===== src/rtl/reg_file_sb.sv =====
// rtl/reg_file_sb.sv - multi-port register file with write bypass and pending scoreboard
//
// Purpose:
//   Architectural register file feeding ID. It has NUM_RD combinational read
//   ports and one synchronous write-back port. A per-register pending bit
//   marks registers whose producer has issued but not yet written back. The
//   hazard unit consumes o_rd_pending to detect RAW hazards.
//
// Ports:
//   i_clk          clock, all state updates on the rising edge
//   i_rst          asynchronous active-low reset
//   i_rd_addr      read indices, port k at [k*ADDR_W +: ADDR_W]
//   o_rd_data      read data, port k at [k*DATA_W +: DATA_W]
//   o_rd_pending   per-port pending flag for the addressed register
//   i_wb_en        write-back enable
//   i_wb_addr      write-back index
//   i_wb_data      write-back data
//   i_rsv_en       reserve a destination register
//   i_rsv_addr     register index to reserve
//   o_pending_cnt  number of registers currently pending
//   o_all_idle     1 when no register is pending
module reg_file_sb #(
  parameter int DATA_W = 32,
  parameter int DEPTH  = 16,
  parameter int ADDR_W = $clog2(DEPTH),
  parameter int NUM_RD = 2,
  parameter int BYPASS = 1,
  parameter int CNT_W  = $clog2(DEPTH+1)
) (
  input  logic                     i_clk,
  input  logic                     i_rst,
  input  logic [NUM_RD*ADDR_W-1:0] i_rd_addr,
  output logic [NUM_RD*DATA_W-1:0] o_rd_data,
  output logic [NUM_RD-1:0]        o_rd_pending,
  input  logic                     i_wb_en,
  input  logic [ADDR_W-1:0]        i_wb_addr,
  input  logic [DATA_W-1:0]        i_wb_data,
  input  logic                     i_rsv_en,
  input  logic [ADDR_W-1:0]        i_rsv_addr,
  output logic [CNT_W-1:0]         o_pending_cnt,
  output logic                     o_all_idle
);

  logic [DATA_W-1:0] r_regs [DEPTH];
  logic [DEPTH-1:0]  r_pend;
  logic [CNT_W-1:0]  r_cnt;

  logic              w_rsv_hits_wb;
  logic              w_set;
  logic              w_clr;
  logic [DEPTH-1:0]  w_pend_nxt;
  logic [CNT_W-1:0]  w_cnt_nxt;

  // A reservation of the register being written back makes the new producer
  // the owner, so the bit stays set and the retiring write does not clear it.
  assign w_rsv_hits_wb = i_rsv_en && (i_rsv_addr == i_wb_addr);

  // Counter moves only on real bit transitions, so it tracks the popcount
  // without an adder tree.
  assign w_set = i_rsv_en && !r_pend[i_rsv_addr];
  assign w_clr = i_wb_en && r_pend[i_wb_addr] && !w_rsv_hits_wb;

  always_comb begin
    w_pend_nxt = r_pend;
    if (i_wb_en)  w_pend_nxt[i_wb_addr]  = 1'b0;
    if (i_rsv_en) w_pend_nxt[i_rsv_addr] = 1'b1;
  end

  assign w_cnt_nxt = r_cnt + CNT_W'(w_set) - CNT_W'(w_clr);

  always_ff @(posedge i_clk or negedge i_rst) begin
    if (!i_rst) begin
      for (int i = 0; i < DEPTH; i++) r_regs[i] <= '0;
      r_pend <= '0;
      r_cnt  <= '0;
    end else begin
      if (i_wb_en) r_regs[i_wb_addr] <= i_wb_data;
      r_pend <= w_pend_nxt;
      r_cnt  <= w_cnt_nxt;
    end
  end

  // Read ports. Outputs are forced to zero while reset is held so a
  // write-back in flight cannot leak through the bypass path.
  for (genvar k = 0; k < NUM_RD; k++) begin : g_rd
    logic [ADDR_W-1:0] w_ra;
    logic              w_hit;

    assign w_ra  = i_rd_addr[k*ADDR_W +: ADDR_W];
    assign w_hit = (BYPASS != 0) && i_wb_en && (i_wb_addr == w_ra);

    assign o_rd_data[k*DATA_W +: DATA_W] = !i_rst ? '0 :
                                           w_hit  ? i_wb_data : r_regs[w_ra];
    assign o_rd_pending[k] = !i_rst ? 1'b0 :
                             w_hit  ? w_rsv_hits_wb : r_pend[w_ra];
  end

  assign o_pending_cnt = r_cnt;
  assign o_all_idle    = (r_cnt == '0);

endmodule


===== config.mk =====
export PLATFORM = sky130hd
export DESIGN_NAME = reg_file_sb
export DESIGN_NICKNAME = d
export VERILOG_FILES = /design/src/rtl/reg_file_sb.sv
export SDC_FILE = /design/constraint.sdc
export NUM_CORES = 1
export LEC_CHECK = 0
export ABC_AREA = 0
export BUFFER_PORTS_ARGS = -buffer_cell sky130_fd_sc_hd__buf_2
export CORE_ASPECT_RATIO = 1.5
export CORE_MARGIN = 5
export CORE_UTILIZATION = 49
export CTS_BUF_LIST = sky130_fd_sc_hd__clkbuf_8 sky130_fd_sc_hd__clkbuf_16
export DETAILED_ROUTE_END_ITERATION = 12
export PLACE_DENSITY = 0.68
export SLEW_MARGIN = 10
export SYNTH_ARGS = -nofsm -noshare
export SYNTH_HDL_FRONTEND = slang
export SYNTH_SLANG_ARGS = --single-unit

===== constraint.sdc =====
create_clock -name i_clk -period 3 [get_ports i_clk]
set_input_delay 0.6 -clock i_clk [delete_from_list [all_inputs] [get_ports i_clk]]
set_output_delay 0.6 -clock i_clk [all_outputs]
set_load 0.02 [all_outputs]

==> impl_metrics.prom <==
# TYPE chip_impl_metric gauge
chip_impl_metric{name="ys_seq_elements",unit=""} 533
chip_impl_metric{name="multi_input_comb_area",unit="mm^2"} 0.0147
chip_impl_metric{name="htree_num_levels",unit=""} 2
chip_impl_info{name="root_buffer_cell",value="sky130_fd_sc_hd__clkbuf_16"} 1
chip_impl_metric{name="seq_area_frac_synth",unit="%"} 46.1
chip_impl_metric{name="drt_iter0_markers",unit=""} 1531
chip_impl_metric{name="detail_route.wl_per_cell",unit="um"} 29.7
chip_impl_metric{name="max_freq",unit="MHz"} 340
chip_impl_metric{name="gp_congestion",unit=""} 0.845
chip_impl_metric{name="initial_core_util",unit="%"} 49.2
chip_impl_info{name="dominantRegCellSynth",value="sky130_fd_sc_hd__dfrtp_1"} 1
chip_impl_info{name="synth_largest_area_cell",value="sky130_fd_sc_hd__dfrtp_1"} 1
chip_impl_metric{name="global_route.overflow_total",unit=""} 0
chip_impl_metric{name="worst-r2r-cell-count",unit=""} 11
chip_impl_metric{name="num_rows",unit=""} 109
chip_impl_metric{name="setup_violation_total_in_the_final_timing_report",unit=""} 0
chip_impl_metric{name="detail_route.wirelength",unit="um"} 84000
chip_impl_metric{name="final_antenna_net_count",unit=""} 0
chip_impl_metric{name="first_global_vias",unit=""} 20500
chip_impl_metric{name="peakVddDrop",unit="mV"} 0.490
chip_impl_metric{name="number_of_vias_in_the_routed_layout",unit=""} 18800
chip_impl_metric{name="timing.critical_path.buf_inv",unit=""} 6
chip_impl_metric{name="layout.area.seq",unit="mm^2"} 0.0133
chip_impl_metric{name="number_of_buffers_on_the_longest_clock_path",unit=""} 3
chip_impl_info{name="cp_max_stage_cell",value="sky130_fd_sc_hd__nor4_2"} 1
chip_impl_metric{name="mappedNetlistNets",unit=""} 1961
chip_impl_metric{name="grt_start_max_net_pins",unit=""} 173
chip_impl_info{name="crit-reg2reg-capture",value="o_pending_cnt[4]$_DFF_PN0_"} 1
chip_impl_info{name="grt_setup_unrepaired",value="yes"} 1
chip_impl_info{name="setup.worst_path.end_class",value="output port"} 1
chip_impl_metric{name="number_of_antenna_violations_at_the_first_check_in_global_routing",unit=""} 1
chip_impl_metric{name="synth_top_cell_area_share",unit="%"} 46.1
chip_impl_metric{name="worst-r2r-setup-slack",unit="ns"} 0.11
chip_impl_metric{name="hold_violations",unit=""} 0
chip_impl_metric{name="dieWidth",unit="um"} 208
chip_impl_info{name="worst_setup_path_start_kind",value="primary input"} 1
chip_impl_metric{name="grt_first_pass_wirelength",unit="um"} 128000
chip_impl_metric{name="die_h",unit="um"} 308
chip_impl_metric{name="grt.total_usage",unit="%"} 26.1
chip_impl_info{name="netlist_top_cells_area",value="sky130_fd_sc_hd__dfrtp_1 46%, sky130_fd_sc_hd__mux4_2 21%, sky130_fd_sc_hd__mux2_2 13%"} 1
chip_impl_info{name="synth_commonest_cells",value="533 x sky130_fd_sc_hd__dfrtp_1, 329 x sky130_fd_sc_hd__mux2_2, 274 x sky130_fd_sc_hd__mux4_2, 183 x sky130_fd_sc_hd__mux2_1, 128 x sky130_fd_sc_hd__a22oi_1"} 1
chip_impl_metric{name="mappedNetlistArea",unit="mm^2"} 0.0289
chip_impl_info{name="cts_tree",value="built"} 1
chip_impl_metric{name="placeableCoreArea",unit="mm^2"} 0.0588
chip_impl_metric{name="maxCapViolations",unit=""} 0
chip_impl_metric{name="tritoncts.num_buffers",unit=""} 51
chip_impl_metric{name="period_share",unit="%"} 98.2
chip_impl_metric{name="syn_avg_cell_area",unit="um^2"} 15.2
chip_impl_info{name="class_of_the_most_critical_setup_path",value="in -> out"} 1
chip_impl_metric{name="hold_ws",unit="ns"} 0.116
chip_impl_metric{name="final_nets",unit=""} 2068
chip_impl_metric{name="netlist_instances",unit=""} 1902
chip_impl_metric{name="power_density_over_the_cells",unit="mW/mm^2"} 673
chip_impl_info{name="timing.rr.start",value="r_pend[15]$_DFF_PN0_"} 1
chip_impl_metric{name="layout-drive-gt1-share",unit="%"} 47.9
chip_impl_metric{name="number_of_fillers_in_the_final_layout",unit=""} 4529
chip_impl_metric{name="clock_insertion_delay_worst_skew",unit="ns"} 0.57
chip_impl_info{name="critical-path-top-delay-family",value="buffers and inverters"} 1
chip_impl_info{name="crit_chain",value="buf_2 > buf_4 > xor2_1 > nor4_2 > buf_4 > a21boi_4 > buf_12 > buf_12 > a22o_1 > buf_2"} 1
chip_impl_metric{name="synth_enable_flop_cells",unit=""} 0
chip_impl_metric{name="layout.core_utilization",unit="%"} 56.2
chip_impl_metric{name="drc",unit=""} 0
chip_impl_info{name="hold_path_class",value="in -> async"} 1
chip_impl_metric{name="syn2layout_area_growth",unit="%"} 14.3
chip_impl_metric{name="total_leakage_power",unit="nW"} 14.0
chip_impl_metric{name="finalClockSkew",unit="ns"} 0.00391
chip_impl_info{name="status",value="finished clean"} 1
chip_impl_metric{name="synth_warnings",unit=""} 0
chip_impl_metric{name="drt_pass1_iterations",unit=""} 5
chip_impl_metric{name="vias_per_instance",unit=""} 6.65
chip_impl_metric{name="tritoncts_num_sinks",unit=""} 533
chip_impl_metric{name="synth_async_sr_flop_share",unit="%"} 100
chip_impl_metric{name="worst_setup_hold_path_clk_slew",unit="ns"} 0.06
chip_impl_metric{name="final_period_minus_worst_setup_slack",unit="ns"} 2.95
chip_impl_metric{name="num_io_pins",unit=""} 124
chip_impl_metric{name="dp_hpwl",unit="um"} 51300
chip_impl_metric{name="critical_path_peak_fanout",unit=""} 16
chip_impl_metric{name="ys_types",unit=""} 39
chip_impl_metric{name="arrival",unit="ns"} 2.35
chip_impl_metric{name="critPathRequiredTime",unit="ns"} 2.40
chip_impl_info{name="yosys.cell_count.top_type",value="sky130_fd_sc_hd__dfrtp_1"} 1
chip_impl_metric{name="timing.critical_path.slowest_cell_delay",unit="ns"} 0.30
chip_impl_metric{name="max_slew_margin",unit="%"} 32.4
chip_impl_metric{name="io_buffer_count",unit=""} 123
chip_impl_metric{name="design.die.area",unit="mm^2"} 0.0641
chip_impl_metric{name="timing_worst_slew_pin_value",unit="ns"} 1.01
chip_impl_metric{name="report.final.slew_viol_count",unit=""} 0
-- area by class of cell --
type                    instances  share of cell area [%]
multi-input cells            1160                    44.5
repair buffers                255                    7.05
clock buffers                  62                    4.32
clock inverters                30                   0.689
well taps                     777                    2.94
diodes                          1                 0.00757
flip-flops and latches        533                    40.4
inverters                       8                  0.0909
-- state kept, by name, summed over array words and instances (netlist names) --
name           cells
r_regs           512
o_pending_cnt      5
r_pend            16
-- worst max path at each step --
stage	start	endpoint	slack [ns]	depth (start not counted)
2_1_floorplan	i_wb_addr[0]	o_pending_cnt[4]$_DFF_PN0_	-0.07	12
3_3_place_gp	i_wb_addr[0]	o_pending_cnt[4]$_DFF_PN0_	-0.30	12
3_5_place_dp	i_wb_addr[0]	o_pending_cnt[4]$_DFF_PN0_	-0.30	12
4_1_cts	i_wb_addr[1]	o_rd_data[17]	0.01	9
5_1_grt	r_pend[15]$_DFF_PN0_	o_pending_cnt[4]$_DFF_PN0_	-0.04	11
6_report	i_wb_addr[1]	o_rd_data[54]	0.05	10
-- logic make-up (layout without fill, tap and decap cells) --
family	Yosys count	after routing	share of synthesized area [%]
xor gates and xnor gates	16	16	0.485
and+or+nand+nor	122	122	1.99
AOI/OAI and AO/OA	223	223	5.94
other	0	1	0
DFF	533	533	46.1
adders and majority gates	7	7	0.329
muxes	792	792	41.5
buffers and inverters	209	355	3.64
-- per-layer routing --
layer	GRT usage [%]	share of wire, %
met1	33.6	38
met2	45.2	51
met3	3.83	6.0
met4	10.0	4.3
met5	0	0
-- what timing repair did --
action	4_1_cts	5_1_grt
endpoints found under the setup margin	1	35
endpoints found under the hold margin	16	0
hold buffers	1	0
setup buffers	0	6
gates resized for setup	1	10
pin swaps	0	2
-- cell usage in the layout, fill, tap and decap left out, types with 4 or more instances in the layout --
cell / count
sky130_fd_sc_hd__a22o_1: 65
sky130_fd_sc_hd__a22oi_1: 127
sky130_fd_sc_hd__buf_12: 53
sky130_fd_sc_hd__buf_2: 118
sky130_fd_sc_hd__buf_4: 77
sky130_fd_sc_hd__clkbuf_16: 51
sky130_fd_sc_hd__clkbuf_8: 11
sky130_fd_sc_hd__clkinv_2: 12
sky130_fd_sc_hd__dfrtp_1: 529
sky130_fd_sc_hd__dfrtp_2: 4
sky130_fd_sc_hd__ha_1: 5
sky130_fd_sc_hd__inv_1: 18
sky130_fd_sc_hd__mux2_1: 183
sky130_fd_sc_hd__mux2_2: 329
sky130_fd_sc_hd__mux2i_1: 6
sky130_fd_sc_hd__mux4_2: 274
sky130_fd_sc_hd__nand2_1: 74
sky130_fd_sc_hd__nand2b_1: 4
sky130_fd_sc_hd__nor2_1: 4
sky130_fd_sc_hd__nor2_4: 11
sky130_fd_sc_hd__nor2b_4: 5
sky130_fd_sc_hd__o21ai_0: 17
sky130_fd_sc_hd__xor2_1: 13
-- through the flow --
step           cells  instance area (um^2)  power, mW  worst slack [ns]  setup TNS, ns
2_1_floorplan   1902                 28900       14.1           -0.0718        -0.0718
3_3_place_gp    2726                 31300       15.5            -0.301         -0.455
3_5_place_dp    2726                 31300       15.8            -0.297         -0.592
4_1_cts         2819                 33000       22.3            0.0148              0
5_1_grt         2826                 33100       23.3           -0.0437        -0.0494
6_report        2826                 33100       22.2            0.0545              0
-- power breakdown --
group	switching, mW	internal (mW)	total [mW]	leakage (nW)
clock network	2.84	3.63	6.46	0.859
registers	1.28	8.90	10.2	6.52
logic	2.26	3.33	5.59	6.65
Note: power is estimated with default switching activity, not from simulation.
